===== src/rtl/reg_writeback_pkg.sv =====
// reg_writeback_pkg
//   Shared types and default parameter values for the register-file
//   write-back arbiter (reg_writeback) and its load-result queue (wb_queue).
//   wb_src_e encodes which producer owns the current register-file write.
package reg_writeback_pkg;

    typedef enum logic [1:0] {
        WB_NONE = 2'd0,
        WB_ALU  = 2'd1,
        WB_MEM  = 2'd2
    } wb_src_e;

    localparam int DEFAULT_DATA_WIDTH  = 8;
    localparam int DEFAULT_NUM_REGS    = 16;
    localparam int DEFAULT_QUEUE_DEPTH = 4;

endpackage


===== src/rtl/wb_queue.sv =====
// wb_queue
//   In-order circular FIFO of pending load write-backs. Every entry carries a
//   live bit; a kill request clears live on every entry whose address matches,
//   so a newer ALU write can squash older queued loads to the same register.
//   Ports:
//     clk, rstN                  clock, asynchronous active-low reset
//     push, pushLive             enqueue an entry with the given live bit
//     pushAddr, pushData         entry contents
//     pop                        dequeue the head entry (caller ensures count>0)
//     killEn, killAddr           clear live on every entry addressed killAddr
//     headLive/headAddr/headData head entry view (combinational)
//     count, full                occupancy
//     liveMask                   one bit per register targeted by a live entry
import reg_writeback_pkg::*;

module wb_queue #(
    parameter int DataWidth  = DEFAULT_DATA_WIDTH,
    parameter int NumRegs    = DEFAULT_NUM_REGS,
    parameter int IndexWidth = $clog2(NumRegs),
    parameter int QueueDepth = DEFAULT_QUEUE_DEPTH,
    parameter int PtrWidth   = $clog2(QueueDepth),
    parameter int CountWidth = $clog2(QueueDepth) + 1
) (
    input  logic                  clk,
    input  logic                  rstN,
    input  logic                  push,
    input  logic                  pushLive,
    input  logic [IndexWidth-1:0] pushAddr,
    input  logic [DataWidth-1:0]  pushData,
    input  logic                  pop,
    input  logic                  killEn,
    input  logic [IndexWidth-1:0] killAddr,
    output logic                  headLive,
    output logic [IndexWidth-1:0] headAddr,
    output logic [DataWidth-1:0]  headData,
    output logic [CountWidth-1:0] count,
    output logic                  full,
    output logic [NumRegs-1:0]    liveMask
);

    logic [PtrWidth-1:0]   headPtr;
    logic [PtrWidth-1:0]   tailPtr;
    logic [QueueDepth-1:0] liveBits;
    logic [IndexWidth-1:0] addrMem [QueueDepth];
    logic [DataWidth-1:0]  dataMem [QueueDepth];

    assign full     = (count == CountWidth'(QueueDepth));
    assign headLive = liveBits[headPtr];
    assign headAddr = addrMem[headPtr];
    assign headData = dataMem[headPtr];

    // Pointers wrap naturally because QueueDepth is a power of two.
    always_ff @(posedge clk or negedge rstN) begin
        if (!rstN) begin
            headPtr <= '0;
            tailPtr <= '0;
            count   <= '0;
        end else begin
            if (push) tailPtr <= tailPtr + 1'b1;
            if (pop)  headPtr <= headPtr + 1'b1;
            case ({push, pop})
                2'b10:   count <= count + 1'b1;
                2'b01:   count <= count - 1'b1;
                default: count <= count;
            endcase
        end
    end

    // Payload storage needs no reset: an entry is only meaningful while live.
    always_ff @(posedge clk) begin
        if (push) begin
            addrMem[tailPtr] <= pushAddr;
            dataMem[tailPtr] <= pushData;
        end
    end

    // Per-entry live bit. A freshly pushed entry takes pushLive (the caller has
    // already folded in a same-cycle kill); popped or killed entries go dead,
    // which also keeps freed slots out of liveMask.
    genvar gi;
    generate
        for (gi = 0; gi < QueueDepth; gi++) begin : gEntry
            always_ff @(posedge clk or negedge rstN) begin
                if (!rstN) begin
                    liveBits[gi] <= 1'b0;
                end else if (push && tailPtr == PtrWidth'(gi)) begin
                    liveBits[gi] <= pushLive;
                end else if ((pop && headPtr == PtrWidth'(gi)) ||
                             (killEn && addrMem[gi] == killAddr)) begin
                    liveBits[gi] <= 1'b0;
                end
            end
        end
    endgenerate

    always_comb begin
        liveMask = '0;
        for (int i = 0; i < QueueDepth; i++) begin
            if (liveBits[i]) liveMask[addrMem[i]] = 1'b1;
        end
    end

endmodule


===== src/rtl/reg_writeback.sv =====
// reg_writeback
//   Drives the register file's single write port from the ALU (always
//   accepted, highest priority) and the memory-load unit (valid/ready,
//   buffered in wb_queue). Queued loads drain into ALU-idle cycles; an ALU
//   write squashes every older queued load to the same register.
//   Optional feature: define REG_WRITEBACK_BYPASS_EN to let a load that
//   arrives with the queue empty and the ALU idle go straight to the output
//   register (1-cycle latency). Without it every load goes through the queue.
//   Ports:
//     clk, rstN                      clock, asynchronous active-low reset
//     aluValid/aluAddr/aluData       ALU result
//     memValid/memReady/memAddr/memData  load result handshake
//     writeEn/writeAddr/writeData    registered register-file write port
//     writeSrc                       owner of current write (wb_src_e)
//     pendingMask                    registers targeted by live queued loads
//     queueCount                     occupied queue entries
import reg_writeback_pkg::*;

module reg_writeback #(
    parameter int DataWidth  = DEFAULT_DATA_WIDTH,
    parameter int NumRegs    = DEFAULT_NUM_REGS,
    parameter int IndexWidth = $clog2(NumRegs),
    parameter int QueueDepth = DEFAULT_QUEUE_DEPTH
) (
    input  logic                         clk,
    input  logic                         rstN,
    input  logic                         aluValid,
    input  logic [IndexWidth-1:0]        aluAddr,
    input  logic [DataWidth-1:0]         aluData,
    input  logic                         memValid,
    output logic                         memReady,
    input  logic [IndexWidth-1:0]        memAddr,
    input  logic [DataWidth-1:0]         memData,
    output logic                         writeEn,
    output logic [IndexWidth-1:0]        writeAddr,
    output logic [DataWidth-1:0]         writeData,
    output logic [1:0]                   writeSrc,
    output logic [NumRegs-1:0]           pendingMask,
    output logic [$clog2(QueueDepth):0]  queueCount
);

    localparam int CountWidth = $clog2(QueueDepth) + 1;

    logic                  queueFull;
    logic                  headLive;
    logic [IndexWidth-1:0] headAddr;
    logic [DataWidth-1:0]  headData;
    logic                  memAccept;
    logic                  bypassTake;
    logic                  queuePush;
    logic                  queuePop;
    logic                  pushLive;
    wb_src_e               srcReg;

    // Ready depends on occupancy only; a same-cycle pop never frees a slot early.
    assign memReady  = !queueFull;
    assign memAccept = memValid && memReady;

`ifdef REG_WRITEBACK_BYPASS_EN
    assign bypassTake = memAccept && (queueCount == '0) && !aluValid;
`else
    assign bypassTake = 1'b0;
`endif

    assign queuePush = memAccept && !bypassTake;
    assign queuePop  = !aluValid && (queueCount != '0);
    // A load arriving alongside an ALU write to the same register is older,
    // so it completes the handshake but enters the queue already dead.
    assign pushLive  = !(aluValid && aluAddr == memAddr);

    wb_queue #(
        .DataWidth  (DataWidth),
        .NumRegs    (NumRegs),
        .IndexWidth (IndexWidth),
        .QueueDepth (QueueDepth),
        .PtrWidth   ($clog2(QueueDepth)),
        .CountWidth (CountWidth)
    ) uQueue (
        .clk      (clk),
        .rstN     (rstN),
        .push     (queuePush),
        .pushLive (pushLive),
        .pushAddr (memAddr),
        .pushData (memData),
        .pop      (queuePop),
        .killEn   (aluValid),
        .killAddr (aluAddr),
        .headLive (headLive),
        .headAddr (headAddr),
        .headData (headData),
        .count    (queueCount),
        .full     (queueFull),
        .liveMask (pendingMask)
    );

    // Output register: ALU first, then bypass, then queue head. A dead head
    // still consumes its cycle but produces no write.
    always_ff @(posedge clk or negedge rstN) begin
        if (!rstN) begin
            writeEn   <= 1'b0;
            writeAddr <= '0;
            writeData <= '0;
            srcReg    <= WB_NONE;
        end else if (aluValid) begin
            writeEn   <= 1'b1;
            writeAddr <= aluAddr;
            writeData <= aluData;
            srcReg    <= WB_ALU;
        end else if (bypassTake) begin
            writeEn   <= 1'b1;
            writeAddr <= memAddr;
            writeData <= memData;
            srcReg    <= WB_MEM;
        end else if (queuePop && headLive) begin
            writeEn   <= 1'b1;
            writeAddr <= headAddr;
            writeData <= headData;
            srcReg    <= WB_MEM;
        end else begin
            writeEn   <= 1'b0;
            srcReg    <= WB_NONE;
        end
    end

    assign writeSrc = srcReg;

endmodule


===== config.mk =====
export PLATFORM = sky130hd
export DESIGN_NAME = reg_writeback
export DESIGN_NICKNAME = d
export VERILOG_FILES = /design/src/rtl/reg_writeback_pkg.sv /design/src/rtl/wb_queue.sv /design/src/rtl/reg_writeback.sv
export SDC_FILE = /design/constraint.sdc
export NUM_CORES = 1
export LEC_CHECK = 0
export CORE_ASPECT_RATIO = 0.75
export CORE_MARGIN = 3
export CORE_UTILIZATION = 48
export CTS_CLUSTER_DIAMETER = 150
export CTS_CLUSTER_SIZE = 28
export DETAILED_ROUTE_END_ITERATION = 10
export PLACE_DENSITY = 0.83
export SETUP_SLACK_MARGIN = 0.05
export SYNTH_ARGS = -nofsm -noshare
export SYNTH_HDL_FRONTEND = slang
export SYNTH_HIERARCHICAL = 1
export SYNTH_SLANG_ARGS = --single-unit
export TNS_END_PERCENT = 30

===== constraint.sdc =====
create_clock -name clk -period 2.1 [get_ports clk]
set_clock_uncertainty 0.15 [all_clocks]
set_input_delay 0.21 -clock clk [delete_from_list [all_inputs] [get_ports clk]]
set_output_delay 0.21 -clock clk [all_outputs]
set_load 0.01 [all_outputs]

==> reports/results.txt <==
Status: completed
Wire length per cell: 20.3 um
Period utilization: 98.8%
R2R setup slack: 0.15 ns
Area grow syn2layout: 40.5%
Top-area cell type share of the netlist area: 37.3%
Worst R2R Path Depth: 5
Combinational family with the most area after synthesis: compound AO/OA/AOI/OAI gates
Fin Hold WS: 0.0984 ns
Synthesis-stage register bit count: 74
Hold Vio Cnt, Final: 0
Top cells by count, synth: 48 x edfxtp_1, 26 x dfrtp_1, 26 x nand2_1
Net Switching: 2.36 mW
Setup TNS: 0 ns
Pwr/cell area: 1200 nW/um2
Worst path depth: 3
Slowest Stage Delay on Critical Path: 0.49 ns
Initial Util: 51.0%
RR Endpoint: writeAddr[0]$_DFFE_PN0P_
Async set-reset flop share out of synthesis: 35.1%
Main flop type after synthesis: edfxtp_1
Kind of critical path: flip-flop to primary output
Vias in the first global route: 3285
GR Util All Layers: 25.0%
Yosys top cell by area: edfxtp_1
Initial antenna violation count: 0
Nets: 476
CP max FO: 6
Crit path launch type: flip-flop
Core region area: 7570 um2
Cell Area, Synth: 3860 um2
Root buffer cell: clkbuf_8
Sequential share of the synthesized area: 54.2%
Max_slew headroom: 55.9%
Synth Area in XOR/XNOR: 5.67%
Worst-path clk slew: 0.07 ns
Die area: 9170 um2
R2R Path Start: uQueue/liveBits[0]$_DFFE_PN0P_
Synth Area in Compound Gates: 13.2%
Yosys warns: 6
Adder-cell share of the synthesized area: 3.43%
Post-synth EDFFs: 48
CP bufs+invs: 1
DRC Markers: 0
Netlist cell types: 40
Final period demand of the worst path: 2.07 ns
CP endpoint: pendingMask[12]
Worst endpoint data arrival time: 1.71 ns
Global-route wire length before repair: 17100 um
Final setup vio count: 0
Switch share: 36.3%
Row cnt: 27
Hold Crit Class: primary input to asynchronous set/reset pin
Finished Cell Area: 5430 um2
Clock Path Buffers: 2
Wirelength, routed: 11100 um
IO Pins: 63
RSZ-0062 raised after global routing: yes
Placed cell area: 4920 um2
Cell with the most instances after synthesis: edfxtp_1
Clock network power share: 16.9%
Post-synthesis mux area share: 7.68%
Post-Synthesis Cells: 306
Mean Syn Cell Area: 12.6 um2
Tightest Pin Transition: 0.662 ns
Worst setup startpoint: uQueue/liveBits[1]$_DFFE_PN0P_
Avg Vias per Cell: 5.90
Clk sinks: 74
Largest net degree at the start of global routing: 32
Fill cells: 534
Die width: 110 um
Iter 0 DRT Violations: 289
Overflow after GRT: 0
Cell chain of the critical path: and3_4 -> a221o_1 -> dlygate4sd2_1
Hold-fix buffers, CTS: 0
Fmax: 482 MHz
Final slew viol count: 0
Worst-Skew Late Latency: 0.35 ns
Leak Pwr: 2.17 nW
Die H: 83.7 um
Num CTS Buffers: 9
Antenna-violating nets left: 0
Layout cells sized above 1: 35.4%
Htree depth: 3
CP required: 1.74 ns
First-pass DRT Iterations: 4
Gate power share: 48.2%
Crit path max-delay family: flip-flops
GP Congestion: 0.944
Port Buffer Count: 62
Worst VDD drop: 0.743 mV
Total number of vias: 3210
DP HPWL: 7520 um
Sequential fraction of design power: 34.9%
Syn Nets: 344
Antenna Cells: 0
Synth Area in Simple Gates: 12.6%
Pwr Total: 6.49 mW
CTS tree: done
Internal Power: 4.13 mW
Critical Path Sink Type: primary output
Synth top area cells: edfxtp_1 37%, dfrtp_1 17%, mux4_2 7.0%
Crit-path slowest cell: dfrtp_1
MaxCap Viol Count: 0
-- how the worst min path moves through the flow --
stage                                                 to  slack (ns)                startpoint
after detailed placement        writeAddr[0]$_DFFE_PN0P_        0.36  writeAddr[0]$_DFFE_PN0P_
after CTS                 uQueue/liveBits[0]$_DFFE_PN0P_         0.1                      rstN
after global routing      uQueue/liveBits[0]$_DFFE_PN0P_        0.11                      rstN
after global placement          writeData[5]$_DFFE_PN0P_        0.35  writeData[5]$_DFFE_PN0P_
after floorplan              uQueue/count[0]$_DFFE_PN0P_       -0.24                      rstN
final                        uQueue/count[2]$_DFFE_PN0P_         0.1                      rstN
-- cell usage in the layout, fill, tap and decap left out, drive strengths merged, types with 13 or more instances in the layout --
cell type      count
buf               87
edfxtp            48
clkdlybuf4s50     46
nand2             26
dfrtp             26
a21oi             24
xor2              19
nor2b             19
mux4              13
clkbuf            13
inv               13
-- final cells by class --
type / instances / area [um2] / area share (%)
flip-flops and latches: 74 / 2100 / 38.6
multi-input cells: 205 / 1800 / 33.2
repair buffers: 135 / 1150 / 21.2
clock buffers: 12 / 145 / 2.67
inverters: 13 / 51.3 / 0.945
well taps: 101 / 126 / 2.33
clock inverters: 4 / 53.8 / 0.991
-- flip-flops by register name, indices dropped and copies added, names as in the netlist --
| register | cells |
|---|---|
| uQueue/addrMem | 16 |
| uQueue/count | 3 |
| uQueue/dataMem | 32 |
| uQueue/headPtr | 2 |
| uQueue/liveBits | 4 |
| uQueue/tailPtr | 2 |
| writeAddr | 4 |
| writeData | 8 |
| writeEn | 1 |
| writeSrc | 2 |
-- stage by stage --
stage | instances | util, % | setup WS (ns)
5_1_grt | 544 | 71.7 | -0.0626
6_report | 544 | 71.7 | 0.0252
3_3_place_gp | 500 | 65.1 | 0.0607
4_1_cts | 532 | 69.5 | -0.0241
3_5_place_dp | 500 | 65.1 | 0.0259
2_1_floorplan | 306 | - | 0.0137
-- power groups by stage --
stage               combinational [mW]  sequential [mW]  clock [mW]
global placement                  2.73             2.30           0
global route                      3.37             2.30        1.19
CTS                               2.92             2.27        1.12
detailed placement                2.82             2.31           0
finish                            3.13             2.26        1.10
floorplan                         1.58             2.35           0
-- cell families (layout without fill, tap and decap cells) --
family,Yosys count,count (layout)
adders and majority gates,10,10
muxes,13,13
AOI/OAI and AO/OA,69,69
and+or+nand+nor,88,88
xor gates and xnor gates,25,25
DFF,74,74
buffers and inverters,27,164
-- layer usage --
layer | part of all wire, % | track usage (%)
met5 | 0 | 0
met4 | 1.9 | 8.61
met3 | 9.5 | 8.20
met2 | 48 | 38.4
met1 | 40 | 33.1
-- timing repair --
item	CTS	global route
setup endpoints to repair	16	30
setup buffers	16	12
pin swaps	6	7
gates resized for setup	77	25
Note: power is estimated with default switching activity, not from simulation.
